===== src/rtl/fetch_sequencer_if.sv =====
// fetch_sequencer_if: instruction-memory request/response bus.
//   imem_req   - request valid (driven by the sequencer)
//   imem_addr  - word address of the request, held until acked
//   imem_ack   - response strobe; imem_rdata is valid in the same cycle
//   imem_rdata - fetched instruction word
// master = fetch sequencer, slave = instruction memory.
interface fetch_sequencer_if;
  logic        imem_req;
  logic [31:0] imem_addr;
  logic        imem_ack;
  logic [31:0] imem_rdata;

  modport master (
    output imem_req,
    output imem_addr,
    input  imem_ack,
    input  imem_rdata
  );

  modport slave (
    input  imem_req,
    input  imem_addr,
    output imem_ack,
    output imem_rdata
  );
endinterface


===== src/rtl/fetch_sequencer.sv =====
// fetch_sequencer: single-outstanding instruction fetch stage.
// Issues one memory request at a time, holds the returned word for the
// decoder until it is accepted, and handles branch/jump redirects arriving
// at any point, including while a request is still in flight.
// Ports:
//   clk, reset     - clock, synchronous active-high reset
//   PCSrc/PCTarget - redirect request and its target address
//   imem           - instruction-memory bus (master side)
//   Instr/PC       - held instruction and its address
//   instr_valid    - Instr/PC valid; instr_ready - consumer accepts
//   fetch_count    - number of completed instr_valid & instr_ready cycles
module fetch_sequencer #(
  parameter logic [31:0] RESET_PC = 32'h0000_0000
) (
  input  logic                     clk,
  input  logic                     reset,
  input  logic                     PCSrc,
  input  logic [31:0]              PCTarget,
  fetch_sequencer_if.master        imem,
  output logic [31:0]              Instr,
  output logic [31:0]              PC,
  output logic                     instr_valid,
  input  logic                     instr_ready,
  output logic [31:0]              fetch_count
);

  // FETCH: request outstanding; VALID: word held for decode;
  // FLUSH: request outstanding whose data must be thrown away.
  typedef enum logic [1:0] {
    FETCH = 2'd0,
    VALID = 2'd1,
    FLUSH = 2'd2
  } state_e;

  state_e      state_q, state_d;
  logic [31:0] pc_q, pc_d;
  logic [31:0] addr_q, addr_d;
  logic [31:0] instr_q, instr_d;
  logic [31:0] count_q, count_d;

  logic [31:0] target;
  logic        handshake;

  // Redirect targets are word aligned regardless of the low bits supplied.
  assign target    = {PCTarget[31:2], 2'b00};
  assign handshake = (state_q == VALID) && instr_ready;

  always_comb begin
    // NOTE: every _d defaults to its _q first so no path can infer a latch.
    state_d = state_q;
    pc_d    = pc_q;
    addr_d  = addr_q;
    instr_d = instr_q;
    count_d = count_q;

    // A handshake still counts when a redirect lands in the same cycle.
    if (handshake) count_d = count_q + 32'd1;

    // Redirect always owns the next PC, whatever the state.
    if (PCSrc) pc_d = target;

    case (state_q)
      FETCH: begin
        if (imem.imem_ack) begin
          if (PCSrc) begin
            // Response belongs to the old path: drop it, relaunch at target.
            addr_d = target;
          end else begin
            instr_d = imem.imem_rdata;
            state_d = VALID;
          end
        end else if (PCSrc) begin
          // Address must stay put until the in-flight request is acked.
          state_d = FLUSH;
        end
      end
      VALID: begin
        if (PCSrc) begin
          addr_d  = target;
          state_d = FETCH;
        end else if (instr_ready) begin
          pc_d    = pc_q + 32'd4;
          addr_d  = pc_q + 32'd4;
          state_d = FETCH;
        end
      end
      FLUSH: begin
        if (imem.imem_ack) begin
          // Relaunch at the newest target, including one arriving right now.
          addr_d  = PCSrc ? target : pc_q;
          state_d = FETCH;
        end
      end
      default: state_d = FETCH;
    endcase
  end

  always_ff @(posedge clk) begin
    // NOTE: nonblocking assignments so every register updates from pre-edge values.
    if (reset) begin
      state_q <= FETCH;
      pc_q    <= RESET_PC;
      addr_q  <= RESET_PC;
      instr_q <= 32'h0000_0000;
      count_q <= 32'h0000_0000;
    end else begin
      state_q <= state_d;
      pc_q    <= pc_d;
      addr_q  <= addr_d;
      instr_q <= instr_d;
      count_q <= count_d;
    end
  end

  // Request is gated by reset directly so it is low for the whole reset
  // window and rises in the first cycle after release.
  assign imem.imem_req  = (state_q != VALID) && !reset;
  assign imem.imem_addr = addr_q;
  assign instr_valid    = (state_q == VALID);
  assign Instr          = instr_q;
  assign PC             = pc_q;
  assign fetch_count    = count_q;

endmodule


===== src/flat_wrapper.sv =====
// flat-port wrapper written by rule: the top's interface ports become plain ports
module fetch_sequencer_flat 
#(
  parameter logic [31:0] RESET_PC = 32'h0000_0000
)
  (clk, reset, PCSrc, PCTarget, Instr, PC, instr_valid, instr_ready, fetch_count, imem_imem_req, imem_imem_addr, imem_imem_ack, imem_imem_rdata);
  fetch_sequencer_if imem_i ();
  input  logic clk;
  input  logic reset;
  input  logic PCSrc;
  input  logic [31:0] PCTarget;
  output logic [31:0] Instr;
  output logic [31:0] PC;
  output logic instr_valid;
  input  logic instr_ready;
  output logic [31:0] fetch_count;
  output wire logic [$bits(imem_i.imem_req)-1:0] imem_imem_req;
  output wire logic [$bits(imem_i.imem_addr)-1:0] imem_imem_addr;
  input wire logic [$bits(imem_i.imem_ack)-1:0] imem_imem_ack;
  input wire logic [$bits(imem_i.imem_rdata)-1:0] imem_imem_rdata;
  assign imem_imem_req = imem_i.imem_req;
  assign imem_imem_addr = imem_i.imem_addr;
  assign imem_i.imem_ack = imem_imem_ack;
  assign imem_i.imem_rdata = imem_imem_rdata;
  fetch_sequencer #(.RESET_PC(RESET_PC)) u_core (.clk(clk), .reset(reset), .PCSrc(PCSrc), .PCTarget(PCTarget), .imem(imem_i), .Instr(Instr), .PC(PC), .instr_valid(instr_valid), .instr_ready(instr_ready), .fetch_count(fetch_count));
endmodule

===== config.mk =====
export PLATFORM = sky130hd
export DESIGN_NAME = fetch_sequencer_flat
export DESIGN_NICKNAME = d
export VERILOG_FILES = /design/src/rtl/fetch_sequencer_if.sv /design/src/rtl/fetch_sequencer.sv /design/src/flat_wrapper.sv
export SDC_FILE = /design/constraint.sdc
export NUM_CORES = 1
export LEC_CHECK = 0
export ABC_AREA = 1
export ABC_CLOCK_PERIOD_IN_PS = 2000
export BUFFER_PORTS_ARGS = -buffer_cell sky130_fd_sc_hd__buf_2
export CELL_PAD_IN_SITES_DETAIL_PLACEMENT = 1
export CELL_PAD_IN_SITES_GLOBAL_PLACEMENT = 2
export CORE_UTILIZATION = 27
export CTS_BUF_LIST = sky130_fd_sc_hd__clkbuf_16
export CTS_CLUSTER_DIAMETER = 50
export CTS_CLUSTER_SIZE = 40
export DETAILED_ROUTE_END_ITERATION = 6
export GPL_ROUTABILITY_DRIVEN = 1
export GPL_TIMING_DRIVEN = 0
export PLACE_DENSITY_LB_ADDON = 0.25
export SLEW_MARGIN = 20
export SYNTH_ARGS = -nofsm -noshare
export SYNTH_HDL_FRONTEND = slang
export SYNTH_SLANG_ARGS = --single-unit

===== constraint.sdc =====
create_clock -name clk -period 2 [get_ports clk]
set_input_delay 0.4 -clock clk [delete_from_list [all_inputs] [get_ports clk]]
set_output_delay 0.4 -clock clk [all_outputs]
set_load 0.01 [all_outputs]

Word-level counts from Yosys, hierarchy flattened
Index checks and enable logic that the tools add are counted.
Widths: inputs -> output; s select.
Cells by class
  add/subtract/negate cells: 2
  equality and inequality tests: 9
  mux-type cells: 17
  bitwise operators: 1
  reductions and logical operators: 8
Operators with widths (number)
  $mux 32: 9
  $pmux 32 s3: 1
  $add 32x1->32 const B: 1
  $add 32x3->32 const B: 1
  $mux 2: 6
  $ne 2x2->1 const B: 3
  $ne 3x3->1 const B: 2
  $pmux 2 s3: 1
  $reduce_and 5->1: 1
  $reduce_and 4->1: 1
  $ne 3x2->1 const B: 1
  $reduce_and 3->1: 1
  $reduce_bool 3->1: 1
  $eq 2x1->1 const B: 1
  $eq 2x2->1 const B: 1
  $logic_and 1x1->1: 2
  $logic_not 2->1: 1
  $ne 2x1->1 const B: 1
  $logic_not 1->1: 1
  $not 1->1: 1
Word-level totals
  flip-flop bits (word level): 130
  input port bits: 69
  output and inout bits: 130

Longest topological paths before layout
Gate-level depths: netlist of run 1.
  word-level depth: 4
  mapped depth: 14

Worst setup path after synthesis of run 1
No wires, ideal clock.
  path type: register to register
  from: register u_core.state_q[1]
  to: register u_core.addr_q[2] (netlist: u_core.imem.imem_addr[2])
  library setup time: 0.124 ns
  arrival: 1.650 ns
  slack: 0.226 ns
  stages on the path, launching flop included: 12
  clock period less this slack: 1.774 ns
  path through: dfxtp_1 > inv_1 > ha_1 > nand2_1 > nor2_1 > nor4_4 > inv_2 > nand2_2 > inv_2 > buf_2 > nand2_1 > o31ai_1
Between the ends
  longest elaborated chain between the ends: 3
  elaborated cells between the ends (all ways): 10
  those cells by class: eq/ne (6); mux (1); reduce/logical (3)
Ends and longest elaborated chain
  start, declared: line fetch_sequencer.sv:35  | state_e state_q, state_d;
  start signal, assigned: line fetch_sequencer.sv:107  | state_q <= state_d;
  $eq 2x1->1 (*)
  net instr_valid: line flat_wrapper.sv:14  | output logic instr_valid;
  $ne 3x2->1 (no line) / $reduce_bool 3->1 (equally long branches)
  $reduce_and 5->1 (no line)
  end signal, assigned: line fetch_sequencer.sv:109  | addr_q <= addr_d;
  end, declared: line fetch_sequencer.sv:37  | logic [31:0] addr_q, addr_d;
Mark *: on every way through the listed nets, which the timed path passes. The rest lies on a longest branch.
A chain may end at the register's enable or synchronous reset.

Worst setup path in the final report of run 1
  from: register u_core.state_q[1]
  to: output imem_imem_req
Between the ends
  longest elaborated chain between the ends: 2
Ends and longest elaborated chain
  $ne 2x1->1: line fetch_sequencer.sv:117  | assign imem.imem_req = (state_q != VALID) && !reset;
  $logic_and 1x1->1: line fetch_sequencer.sv:117
  end, declared: line flat_wrapper.sv:17  | output wire logic [$bits(imem_i.imem_req)-1:0] imem_imem_req;
Every way passes these cells.

==> flow_summary.toml, run 1 <==
[floorplanning]
start_util_pct = 27.6
die_w_um = 165
die_area_um2 = 27400
num_rows = 59
fp.dieH_um = 165
ios = 199
core_um2 = 26100

[finish]
nets = 1457
multiInputGateArea_um2 = 4180
diodes = 0
fill_cells = 3494
regArea_um2 = 2620
syn2layout_area_growth_pct = 31.3
final_layout_size_suffix_gt1_share_pct = 23.2
stdcell_count = 1730
fin_area_um2 = 9470
final_util_pct = 36.2

[route]
route.detailed.drc = 18
ant_nets = 0
viasPerCell = 4.64
wl_um = 29100
wl_per_cell_um = 16.8
drt-initial-drc-count = 441
dr.pass1.iters = 7
via_count = 8034

[power_and_ir_drop]
peakVddDrop_v = 0.000441
p_leak_nw = 4.60
p_per_area_nw_per_um2 = 963

[clocking]
hold_buffers = 0
clock-sinks = 130
htree_levels = 4
root_buffer = "clkbuf_16"
cts_tree = "built"
cts_made_buffers = 17
clock_latency_ns = 0.43
clock_path_buffers = 2
clkTransAtPathRegs_ns = 0.07

[critical_path]
r2r_slack_ns = 0.09
ff2ff_path_depth = 10
critPathArrivalTime_ns = 1.53
crit_path_start_kind = "register"
crit_fanout = 10
worstPathCellList = "inv_1 > ha_4 > clkbuf_8 > nor2_2 > buf_2"
worstSetupPathType = "register to output port"
crit_path_top_delay_cell = "dfxtp_2"
critPathMaxStageDelay_ns = 0.36
worst_r2r_startpoint = "u_core.state_q[0]"
cp-end-kind = "output port"
crit-reg2reg-capture = "u_core.imem.imem_addr[31]"
crit_required_ns = 1.60

[timing]
fin_crit_sh_pct = 96.4
finalSetupViolCount = 0
tightest_slew_ns = 0.710
min_period_ns = 1.93
fmax_mhz = 519
grt_setup_unrepaired = "true"
finalHoldViolCount = 0
drv_slew = 0
slew_headroom_pct = 52.7
tns_ns = 0
fin_skew_ns = 0.0162

[synthesis]
netlist_area_um2 = 7210
synth_common_cells = "nand2_1 (388), nor2_1 (198), dfxtp_1 (130)"
synth_cell_type_count = 40
synthCells = 1157
synth_area_per_cell_um2 = 6.23
synth.most_common_cell = "nand2_1"
yosys.area.top_type = "dfxtp_1"
yosysWarningCount = 0
yosysTopAreaCellShare_pct = 36.1
synth_ff_type = "dfxtp_1"
syn_nets = 1232
synth_edf_count = 0
synth-async-reset-ratio_pct = 0
synthTopCellsByArea = "dfxtp_1 (36%), nand2_1 (20%), nor2_1 (10%), o21ai_0 (6.7%), inv_1 (4.1%)"
synth-seq-cells = 130
yosysSeqAreaShare_pct = 36.1

[grt]
overflow = 0
grt_usage_pct = 21.4
grt_pass1_wl_um = 43900
antenna_found_initial = 0
grt_pass1_vias = 7793
grt_max_degree = 17

[outcome]
status = "finished, violations left"
violations = "design-rule violations"

[min_path]
worstHoldStart = "imem_imem_rdata[26]"
hold_path_end = "u_core.Instr[26]"
whs_path_depth = 3
hold_class = "input pin to register"

[placed_design]
port_buffers = 195
dp.cells = 1687
placed_area_um2 = 8610
dpl.hpwl_um = 21900
place_congestion = 0.820

[job]
drv_cap = 0
## layout by cell type, fill, tap and decap left out, types with 4 or more instances in the layout
master	count
clkbuf_16	17
o211ai_1	9
nand4_1	9
nand2_2	8
buf_4	17
a21oi_1	52
o21ai_0	93
inv_6	7
dfxtp_1	118
nor3_1	13
a31oi_1	9
o21ai_1	13
nor2_1	190
inv_1	79
nor2_4	10
inv_8	5
dfxtp_2	10
buf_2	200
nand2_1	385
nand3_1	26
inv_2	4
xnor2_1	4
clkbuf_2	10
nor2_2	11
xor2_1	22
clkbuf_1	29
## cells by family after synthesis
logic type	Yosys count	synth area share (%)
AOI/OAI and AO/OA	185	13.7
adders and majority gates	6	1.04
and+or+nand+nor	667	38.0
DFF	130	36.1
xor gates and xnor gates	29	3.63
buffers and inverters	140	7.53
## power by group
group	leakage, nW	internal [mW]	switching, mW
registers	1.07	2.94	0.245
clock network	0.299	1.80	1.49
logic	3.24	0.892	1.74
## routing by layer
layer,vias to the layer above,track usage [%],routed length (um)
li1,4116,-,-
met1,3731,29.0,14300
met2,163,35.1,13300
met3,24,3.35,1130
met4,0,5.62,435
met5,-,0,0
## what timing repair did
action	4_1_cts	5_1_grt
pin swaps	2	11
setup buffers	3	8
cloned	0	1
resized for setup	18	56
setup endpoints to repair	74	74
## worst max path at each step
stage	cells after the start	startpoint	to	slack (ns)
after floorplan	11	u_core.state_q[1]	u_core.imem.imem_addr[2]	0.23
after global placement	11	u_core.state_q[1]	u_core.imem.imem_addr[2]	-0.42
after detailed placement	11	u_core.state_q[1]	u_core.imem.imem_addr[2]	-0.44
after CTS	5	u_core.state_q[1]	imem_imem_req	-0.02
after global routing	10	u_core.state_q[0]	u_core.imem.imem_addr[3]	-0.04
final	5	u_core.state_q[1]	imem_imem_req	0.07
## sequential cells by signal, summed over array words and instances (netlist names)
register               flops
u_core.Instr              32
u_core.fetch_count        32
u_core.PC                 32
u_core.state_q             2
u_core.imem.imem_addr     32
## layout make-up
| class | count | share of cell area, % |
|---|---|---|
| multi-input combinational | 888 | 44.2 |
| sequential | 130 | 27.7 |
| timing repair buffer | 206 | 11.2 |
| clock buffer | 17 | 4.49 |
| tap | 335 | 4.43 |
| inverter | 88 | 3.54 |
| buffer | 51 | 2.56 |
| clock inverter | 15 | 1.90 |
## metrics by stage
| step | setup WS (ns) | hold WS (ns) | total power [mW] |
|---|---|---|---|
| final | 0.0726 | 0.185 | 9.12 |
| after global routing | -0.0442 | 0.189 | 9.67 |
| after CTS | -0.0227 | 0.170 | 9.21 |
| after detailed placement | -0.443 | 0.438 | 5.78 |
| after global placement | -0.420 | 0.433 | 5.75 |
| after floorplan | 0.226 | 0.473 | 4.69 |
## worst max-delay path, delay by kind of cell, from the launching register on
| family | cells | cell delay (ns) |
|---|---|---|
| simple gates | 1 | 0.12 |
| fa+ha+maj | 1 | 0.20 |
| buf+inv | 3 | 0.41 |
| flops | 1 | 0.36 |
No activity file was read; power rests on OpenSTA's default activity.
==> run 2, diff against run 1 <==
--- a/config.mk
+++ b/config.mk
@@ -10,6 +10,7 @@
 export BUFFER_PORTS_ARGS = -buffer_cell sky130_fd_sc_hd__buf_2
 export CELL_PAD_IN_SITES_DETAIL_PLACEMENT = 1
 export CELL_PAD_IN_SITES_GLOBAL_PLACEMENT = 2
+export CORE_ASPECT_RATIO = 0.75
 export CORE_UTILIZATION = 27
 export CTS_BUF_LIST = sky130_fd_sc_hd__clkbuf_16
 export CTS_CLUSTER_DIAMETER = 50
@@ -18,6 +19,7 @@
 export GPL_ROUTABILITY_DRIVEN = 1
 export GPL_TIMING_DRIVEN = 0
 export PLACE_DENSITY_LB_ADDON = 0.25
+export SETUP_SLACK_MARGIN = 0.3
 export SLEW_MARGIN = 20
 export SYNTH_ARGS = -nofsm -noshare
 export SYNTH_HDL_FRONTEND = slang
==> constraint.sdc (replaced) <==
create_clock -name clk -period 2 [get_ports clk]
set_input_delay 0.4 -clock clk [delete_from_list [all_inputs] [get_ports clk]]
set_output_delay 0.4 -clock clk [all_outputs]
set_load 0.005 [all_outputs]
==> run 2 against run 1 <==
Against the previous run: the flow now finishes without violations; utilization rose by 3.2 points; wire length is 5.3% higher; die area barely moved; global-route usage up 0.88 points; maximum frequency up 7.5%; final cell count up 2.3%; total power up 3.5%; flip-flop and latch count did not move; largest power group unchanged.
==> flow_summary.toml, run 2 (same netlist as run 1, synthesis figures left out) <==
[outcome]
status = "completed"

[route]
wl_per_cell_um = 17.3
dr.pass1.iters = 5
wl_um = 30700
drt-initial-drc-count = 346
via_count = 8405
ant_nets = 0
viasPerCell = 4.75
route.detailed.drc = 0

[grt]
grt_pass1_vias = 8205
grt_max_degree = 17
overflow = 0
antenna_found_initial = 0
grt_usage_pct = 22.3
grt_pass1_wl_um = 46400

[placed_design]
place_congestion = 0.799
port_buffers = 195
dpl.hpwl_um = 22400

[clocking]
clkTransAtPathRegs_ns = 0.06
root_buffer = "clkbuf_16"
cts_tree = "built"
htree_levels = 4
clock_path_buffers = 2
clock-sinks = 130
cts_made_buffers = 17
clock_latency_ns = 0.43

[finish]
nets = 1488
final_layout_size_suffix_gt1_share_pct = 30.8
final_common_cell = "nand2_1"
syn2layout_area_growth_pct = 42.9
final_cell_mix = "nand2_1 (371), buf_2 (204), nor2_1 (175), dfxtp_1 (98), o21ai_0 (89)"
final_util_pct = 39.5
diodes = 0

[floorplanning]
ios = 199
start_util_pct = 27.6
fp.dieH_um = 144
core_um2 = 26100
num_rows = 51
die_w_um = 191
die_area_um2 = 27400

[min_path]
hold_class = "input pin to register"

[critical_path]
path_buf_inv = 3
critPathMaxStageDelay_ns = 0.36
cpLargestDelayFamily = "flip-flops"
cp-end-kind = "output port"
crit_path_start_kind = "register"
worstSetupPathType = "register to output port"
crit_required_ns = 1.60
crit_path_top_delay_cell = "dfxtp_4"
critPathArrivalTime_ns = 1.39
crit_fanout = 6
worstPathCellList = "inv_4 > ha_4 > clkbuf_16 > nor2_4 > buf_2"

[timing]
finalSetupViolCount = 0
min_period_ns = 1.79
whs_ns = 0.183
tightest_slew_ns = 0.738
grt_setup_unrepaired = "true"
finalHoldViolCount = 0
drv_slew = 0
slew_headroom_pct = 50.8
fmax_mhz = 558
fin_crit_sh_pct = 89.6
fin_skew_ns = 0.00968

[power_and_ir_drop]
p_per_area_nw_per_um2 = 916
peakVddDrop_v = 0.000655
p_total_mw = 9.43
p_leak_nw = 5.04

[job]
drv_cap = 0
[run 2: cell types whose count changed in the layout (fill, tap and decap cells not counted), sizes merged, moves of 2 or more]
cell / delta
bufinv: +2
clkbuf: -4
clkinvlp: +3
inv: -8
buf: +34
clkinv: +3
[run 2: where the power goes]
group / switching (mW) / internal (mW)
clock: 1.30 / 1.95
sequential: 0.259 / 2.95
combinational: 1.82 / 1.16
total: 3.37 / 6.06
[run 2: stage by stage]
| stage | setup TNS [ns] | std cells | cell area, um^2 | worst slack [ns] |
|---|---|---|---|---|
| global route | 0 | 1770 | 10300 | 0.135 |
| global placement | -10.89 | 1696 | 8630 | -0.335 |
| CTS | 0 | 1758 | 9870 | 0.203 |
| detailed placement | -12.85 | 1696 | 8630 | -0.326 |
| finish | 0 | 1770 | 10300 | 0.208 |
| floorplan | 0 | 1157 | 7220 | 0.299 |
[run 2: final timing paths]
check	from	endpoint	slack (ns)	depth (start not counted)
hold / removal	imem_imem_rdata[18]	u_core.Instr[18]	0.18	3
hold reg to reg	u_core.imem.imem_addr[8]	u_core.imem.imem_addr[8]	0.45	2
setup reg to reg	u_core.state_q[1]	u_core.imem.imem_addr[2]	0.27	12
setup / recovery	u_core.state_q[1]	imem_imem_req	0.21	5
[run 2: layout make-up]
| class | instances | area, um^2 |
|---|---|---|
| inverters | 88 | 360 |
| flip-flops and latches | 130 | 2670 |
| well taps | 344 | 430 |
| clock buffers | 17 | 425 |
| repair buffers | 235 | 1340 |
| fillers | 3370 | 15800 |
| plain buffers | 52 | 342 |
| multi-input cells | 889 | 4560 |
| clock inverters | 15 | 169 |
[run 2: what timing repair did]
action / CTS / global route
gates cloned: 2 / 2
setup endpoints to repair: 123 / 121
setup buffers: 28 / 10
pin swaps: 25 / 25
gates resized for setup: 128 / 112
hold buffers: 0 / 0
[run 2: worst reg2reg max path, stage by stage, from the launching register on]
cell	delay (ns)
dfxtp_4	0.37
inv_4	0.05
ha_4	0.20
nand2_4	0.09
nor2_4	0.04
nor4_4	0.25
buf_6	0.17
inv_8	0.05
nand2_8	0.08
inv_8	0.06
clkbuf_16	0.15
nand2_2	0.05
o31ai_2	0.06
[run 2: per-layer routing]
metal	wire length, um	GRT usage [%]	vias to the layer above
li1	-	-	4184
met4	399	5.56	0
met2	13400	35.4	217
met5	0	0	-
met1	15100	30.4	3975
met3	1700	4.96	29
